==> src/rtl/call_return_sequencer.sv <==
// Call/return sequencer for the pamPy stack core: pushes return PC/TOS onto the
// function-frame stack on CALL and restores them on RETURN, tracking nesting depth.
module call_return_sequencer #(
    parameter int unsigned DATA_WIDTH = 8,
    parameter int unsigned ADDR_WIDTH = 12,
    parameter int unsigned MAX_DEPTH  = 16,
    localparam int unsigned DW        = $clog2(MAX_DEPTH + 1)
) (
    input  logic                  clk,
    input  logic                  reset,
    input  logic                  call_req,
    input  logic                  ret_req,
    input  logic [ADDR_WIDTH-1:0] pc_in,
    input  logic [ADDR_WIDTH-1:0] tos_in,
    input  logic [ADDR_WIDTH-1:0] target_addr,
    input  logic [ADDR_WIDTH-1:0] frame_pc_rd,
    input  logic [ADDR_WIDTH-1:0] frame_tos_rd,
    output logic                  frame_wr_en,
    output logic [ADDR_WIDTH-1:0] frame_pc_wr,
    output logic [ADDR_WIDTH-1:0] frame_tos_wr,
    output logic                  frame_ptr_en,
    output logic                  frame_ptr_dir,
    output logic                  ret_value_en,
    output logic                  pc_load,
    output logic [ADDR_WIDTH-1:0] pc_out,
    output logic                  tos_load,
    output logic [ADDR_WIDTH-1:0] tos_out,
    output logic                  busy,
    output logic                  done,
    output logic                  err_overflow,
    output logic                  err_underflow,
    output logic [DW-1:0]         depth
);

    if (DATA_WIDTH == 0 || ADDR_WIDTH == 0 || MAX_DEPTH == 0) begin : g_param_check
        $fatal(1, "call_return_sequencer: widths and MAX_DEPTH must be non-zero");
    end

    localparam logic [DW-1:0] MaxDepth = DW'(MAX_DEPTH);

    typedef enum logic [2:0] {
        StIdle, StCPush, StCInc, StCJump, StRDec, StRWait, StRLoad
    } state_e;

    state_e                state_q, state_d;
    logic [DW-1:0]         depth_q, depth_d;
    logic [ADDR_WIDTH-1:0] ret_pc_q, ret_pc_d;
    logic [ADDR_WIDTH-1:0] ret_tos_q, ret_tos_d;
    logic [ADDR_WIDTH-1:0] target_q, target_d;
    logic                  err_ovf_q, err_ovf_d;
    logic                  err_unf_q, err_unf_d;

    always_ff @(posedge clk) begin
        if (reset) begin
            state_q   <= StIdle;
            depth_q   <= '0;
            ret_pc_q  <= '0;
            ret_tos_q <= '0;
            target_q  <= '0;
            err_ovf_q <= 1'b0;
            err_unf_q <= 1'b0;
        end else begin
            state_q   <= state_d;
            depth_q   <= depth_d;
            ret_pc_q  <= ret_pc_d;
            ret_tos_q <= ret_tos_d;
            target_q  <= target_d;
            err_ovf_q <= err_ovf_d;
            err_unf_q <= err_unf_d;
        end
    end

    // Next-state: requests are only looked at in idle; call has priority.
    always_comb begin
        state_d   = state_q;
        depth_d   = depth_q;
        ret_pc_d  = ret_pc_q;
        ret_tos_d = ret_tos_q;
        target_d  = target_q;
        err_ovf_d = 1'b0;
        err_unf_d = 1'b0;
        unique case (state_q)
            StIdle: begin
                if (call_req) begin
                    if (depth_q < MaxDepth) begin
                        ret_pc_d  = pc_in + ADDR_WIDTH'(1);
                        ret_tos_d = tos_in;
                        target_d  = target_addr;
                        state_d   = StCPush;
                    end else begin
                        err_ovf_d = 1'b1;
                    end
                end else if (ret_req) begin
                    if (depth_q != '0) begin
                        state_d = StRDec;
                    end else begin
                        err_unf_d = 1'b1;
                    end
                end
            end
            StCPush: state_d = StCInc;
            StCInc: begin
                depth_d = depth_q + DW'(1);
                state_d = StCJump;
            end
            StCJump: state_d = StIdle;
            StRDec: begin
                depth_d = depth_q - DW'(1);
                state_d = StRWait;
            end
            StRWait: state_d = StRLoad;
            StRLoad: state_d = StIdle;
            default: state_d = StIdle;
        endcase
    end

    // Moore outputs; data buses are zero outside the state that qualifies them.
    always_comb begin
        frame_wr_en   = 1'b0;
        frame_pc_wr   = '0;
        frame_tos_wr  = '0;
        frame_ptr_en  = 1'b0;
        frame_ptr_dir = 1'b0;
        ret_value_en  = 1'b0;
        pc_load       = 1'b0;
        pc_out        = '0;
        tos_load      = 1'b0;
        tos_out       = '0;
        done          = 1'b0;
        busy          = (state_q != StIdle);
        err_overflow  = err_ovf_q;
        err_underflow = err_unf_q;
        depth         = depth_q;
        unique case (state_q)
            StCPush: begin
                frame_wr_en  = 1'b1;
                frame_pc_wr  = ret_pc_q;
                frame_tos_wr = ret_tos_q;
            end
            StCInc: frame_ptr_en = 1'b1;
            StCJump: begin
                pc_load = 1'b1;
                pc_out  = target_q;
                done    = 1'b1;
            end
            StRDec: begin
                frame_ptr_en  = 1'b1;
                frame_ptr_dir = 1'b1;
                ret_value_en  = 1'b1;
            end
            StRLoad: begin
                pc_load  = 1'b1;
                tos_load = 1'b1;
                pc_out   = frame_pc_rd;
                tos_out  = frame_tos_rd;
                done     = 1'b1;
            end
            default: ;
        endcase
    end

endmodule

==> config.mk <==
export PLATFORM = sky130hd
export DESIGN_NAME = call_return_sequencer
export DESIGN_NICKNAME = d
export VERILOG_FILES = /design/src/rtl/call_return_sequencer.sv
export SDC_FILE = /design/constraint.sdc
export NUM_CORES = 1
export LEC_CHECK = 0
export CAP_MARGIN = 20
export CORE_MARGIN = 4
export CORE_UTILIZATION = 42
export DETAILED_ROUTE_END_ITERATION = 8
export PLACE_DENSITY_LB_ADDON = 0.08
export SETUP_SLACK_MARGIN = 0.2
export SYNTH_ARGS = -nofsm -noshare
export SYNTH_HDL_FRONTEND = slang
export SYNTH_SLANG_ARGS = --single-unit
==> constraint.sdc <==
create_clock -name clk -period 5.31 [get_ports clk]
set_input_delay 1.062 -clock clk [delete_from_list [all_inputs] [get_ports clk]]
set_output_delay 1.062 -clock clk [all_outputs]
set_load 0.05 [all_outputs]
==> out/qor.yml <==
outcome: "finished clean"
cts_resized: 0
maxCapViolations: 0
fin_ws_ns: 1.56
drt-initial-drc-count: 116
cts_buffers: 5
nFillCells: 482
rsz0062_at_grt: "no"
dieHeight_um: 83.5
crit_path_start_kind: "flop"
synth_area_per_cell_um2: 8.26
fin_skew_ns: 0.00748
grt_max_degree: 49
placed_area_um2: 3600
synth.area.top_cells: "dfxtp_1 (38%), and2_1 (9.4%), nand2_1 (8.2%)"
min_path_type: "flop to flop"
cts-root-buf: "clkbuf_8"
relSlewSlack_pct: 33.7
synth.distinct_cells: 41
final_area_um2: 3710
fin_crit_sh_pct: 70.6
finalSetupViolCount: 0
clk_latency_ns: 0.30
synthesis.area_um2: 2390
htree_levels: 2
drc: 0
viasPerCell: 4.91
place_ws_ns: 1.76
critPathMaxFanout: 14
layoutNonFillerInstCount: 475
routed_wl_um: 6590
ios: 127
max_freq_mhz: 267
fp.dieW_um: 83.5
slew_viol_final: 0
vias: 2334
antenna_left: 0
ir_drop_mv: 0.153
power_density_nw_per_um2: 261
criticalPathCategory: "flop to primary output"
crit_path_end_kind: "primary output"
place.port_buffers: 126
numClockSinks: 46
cts_tree: "done"
clk_pin_slew_ns: 0.09
grt_pass1_vias: 2148
yosys.area.top_type: "dfxtp_1"
seqCellArea_um2: 921
synth-async-reset-ratio_pct: 0
synth_top_area_share_pct: 38.5
hold_violations: 0
syn-num-nets: 359
antenna_found_initial: 0
firstDrtPassIters: 4
grt_usage_pct: 18.4
gp_congestion: 0.818
ys_warn_count: 0
syn_inst: 290
start_util_pct: 43.5
die_area_um2: 6970
post_cts_buffers: 0
avgRoutedWirePerCell_um: 13.9
rows: 27
areaGrowthSynthToFinish_pct: 55.0
ys_seq_elements: 46
drive_gt1_share_pct: 4.47
multi_input_area_um2: 1300
grt_remaining_overflow: 0
place_hpwl_um: 4790
grt_pass1_wl_um: 10600
ctsHoldBuffers: 0
cp.arrival_ns: 2.69
ys_seq_area_share_pct: 38.5
p_leak_uw: 0.00139
dp_cells: 467
synth_flop_cell: "dfxtp_1"
n_antenna_cell: 0
post-route-min-period_ns: 3.75
tightest_slew_ns: 0.992
crit_required_ns: 4.25
synth_edf_count: 0
cts_buffer_depth: 2
fin_tns_setup_ns: 0
fin_nets: 471
core_area_um2: 5510
## final cells by class
class,instances,area share (%)
Multi-Input combinational cell,216,35.0
Timing Repair Buffer,127,34.1
Sequential cell,46,24.8
Tap cell,72,2.43
Clock buffer,5,1.85
Clock inverter,3,1.21
Inverter,6,0.607
## per-layer routing
metal / vias up / track usage (%) / share of wire, %
met1: 1042 / 23.3 / 45
met5: - / 0 / 0
li1: 1196 / - / -
met4: 0 / 4.97 / 1.1
met2: 90 / 30.9 / 47
met3: 6 / 5.03 / 7.0
## power breakdown
| group | total, µW | switching [µW] | internal, µW |
|---|---|---|---|
| clock network | 262 | 122 | 140 |
| logic | 299 | 174 | 125 |
| registers | 408 | 25.2 | 382 |
| total | 969 | 321 | 647 |
## synth_stat cells (2+ instances only)
cell	instances
ha_1	4
and3_1	5
nand3_1	6
or4b_1	2
xor2_1	8
nand4_1	2
and2_1	36
nand2b_1	4
buf_4	3
nor3_1	2
nor2b_1	2
xnor2_1	4
a22o_1	12
nand2_1	52
buf_2	4
buf_6	5
a21oi_1	29
clkbuf_8	2
clkbuf_1	8
dfxtp_1	46
nor2_1	18
a211oi_1	13
inv_1	5
## logic make-up after synthesis
group / synth area share [%]
XOR/XNOR: 4.39
AO/OA/AOI/OAI: 15.8
adder cells (fa/ha/maj): 2.93
buffers and inverters: 7.47
AND/OR/NAND/NOR: 30.1
flip-flops: 38.5
multiplexers: 0.888
## stage by stage
step | hold WS [ns] | utilization (%) | total power [µW]
after global placement | 0.437 | 65.3 | 712
after global routing | 0.478 | 67.4 | 1020
final | 0.454 | 67.4 | 969
after CTS | 0.455 | 67.4 | 978
after detailed placement | 0.443 | 65.3 | 718
after floorplan | 0.432 | - | 618
## worst paths after layout
check,start,end,slack [ns],depth (start not counted)
max,state_q[0],frame_tos_wr[3],1.56,5
min,ret_tos_q[6],ret_tos_q[6],0.45,2
max reg2reg,state_q[2],depth[4],2.77,7
min reg2reg,ret_tos_q[6],ret_tos_q[6],0.45,2
## sequential cells by signal, summed over array words and instances (netlist names)
register,flops
target_q,12
ret_pc_q,12
depth,5
err_underflow,1
state_q,3
ret_tos_q,12
err_overflow,1
## layout by cell type (no fill, tap or decap), types with 2 or more instances in the layout
cell	count
a211oi_1	13
nor2b_1	2
nand2_1	52
nand3_1	6
nand4_1	2
and2_1	36
xor2_1	8
nor2_1	18
a22o_1	12
xnor2_1	4
nand2b_1	4
a21oi_1	29
inv_1	5
clkdlybuf4s50_1	125
clkbuf_8	5
or4b_1	2
clkinvlp_4	2
ha_1	4
and3_1	5
dfxtp_1	46
## critical path, cell delays in order, from the launching register on
cell and delay [ns]:
dfxtp_1 0.53, inv_2 0.08, nor3_2 0.53, buf_4 0.29, and2_1 0.13, clkdlybuf4s50_1 0.82
Power figures use the tool's default switching activity.
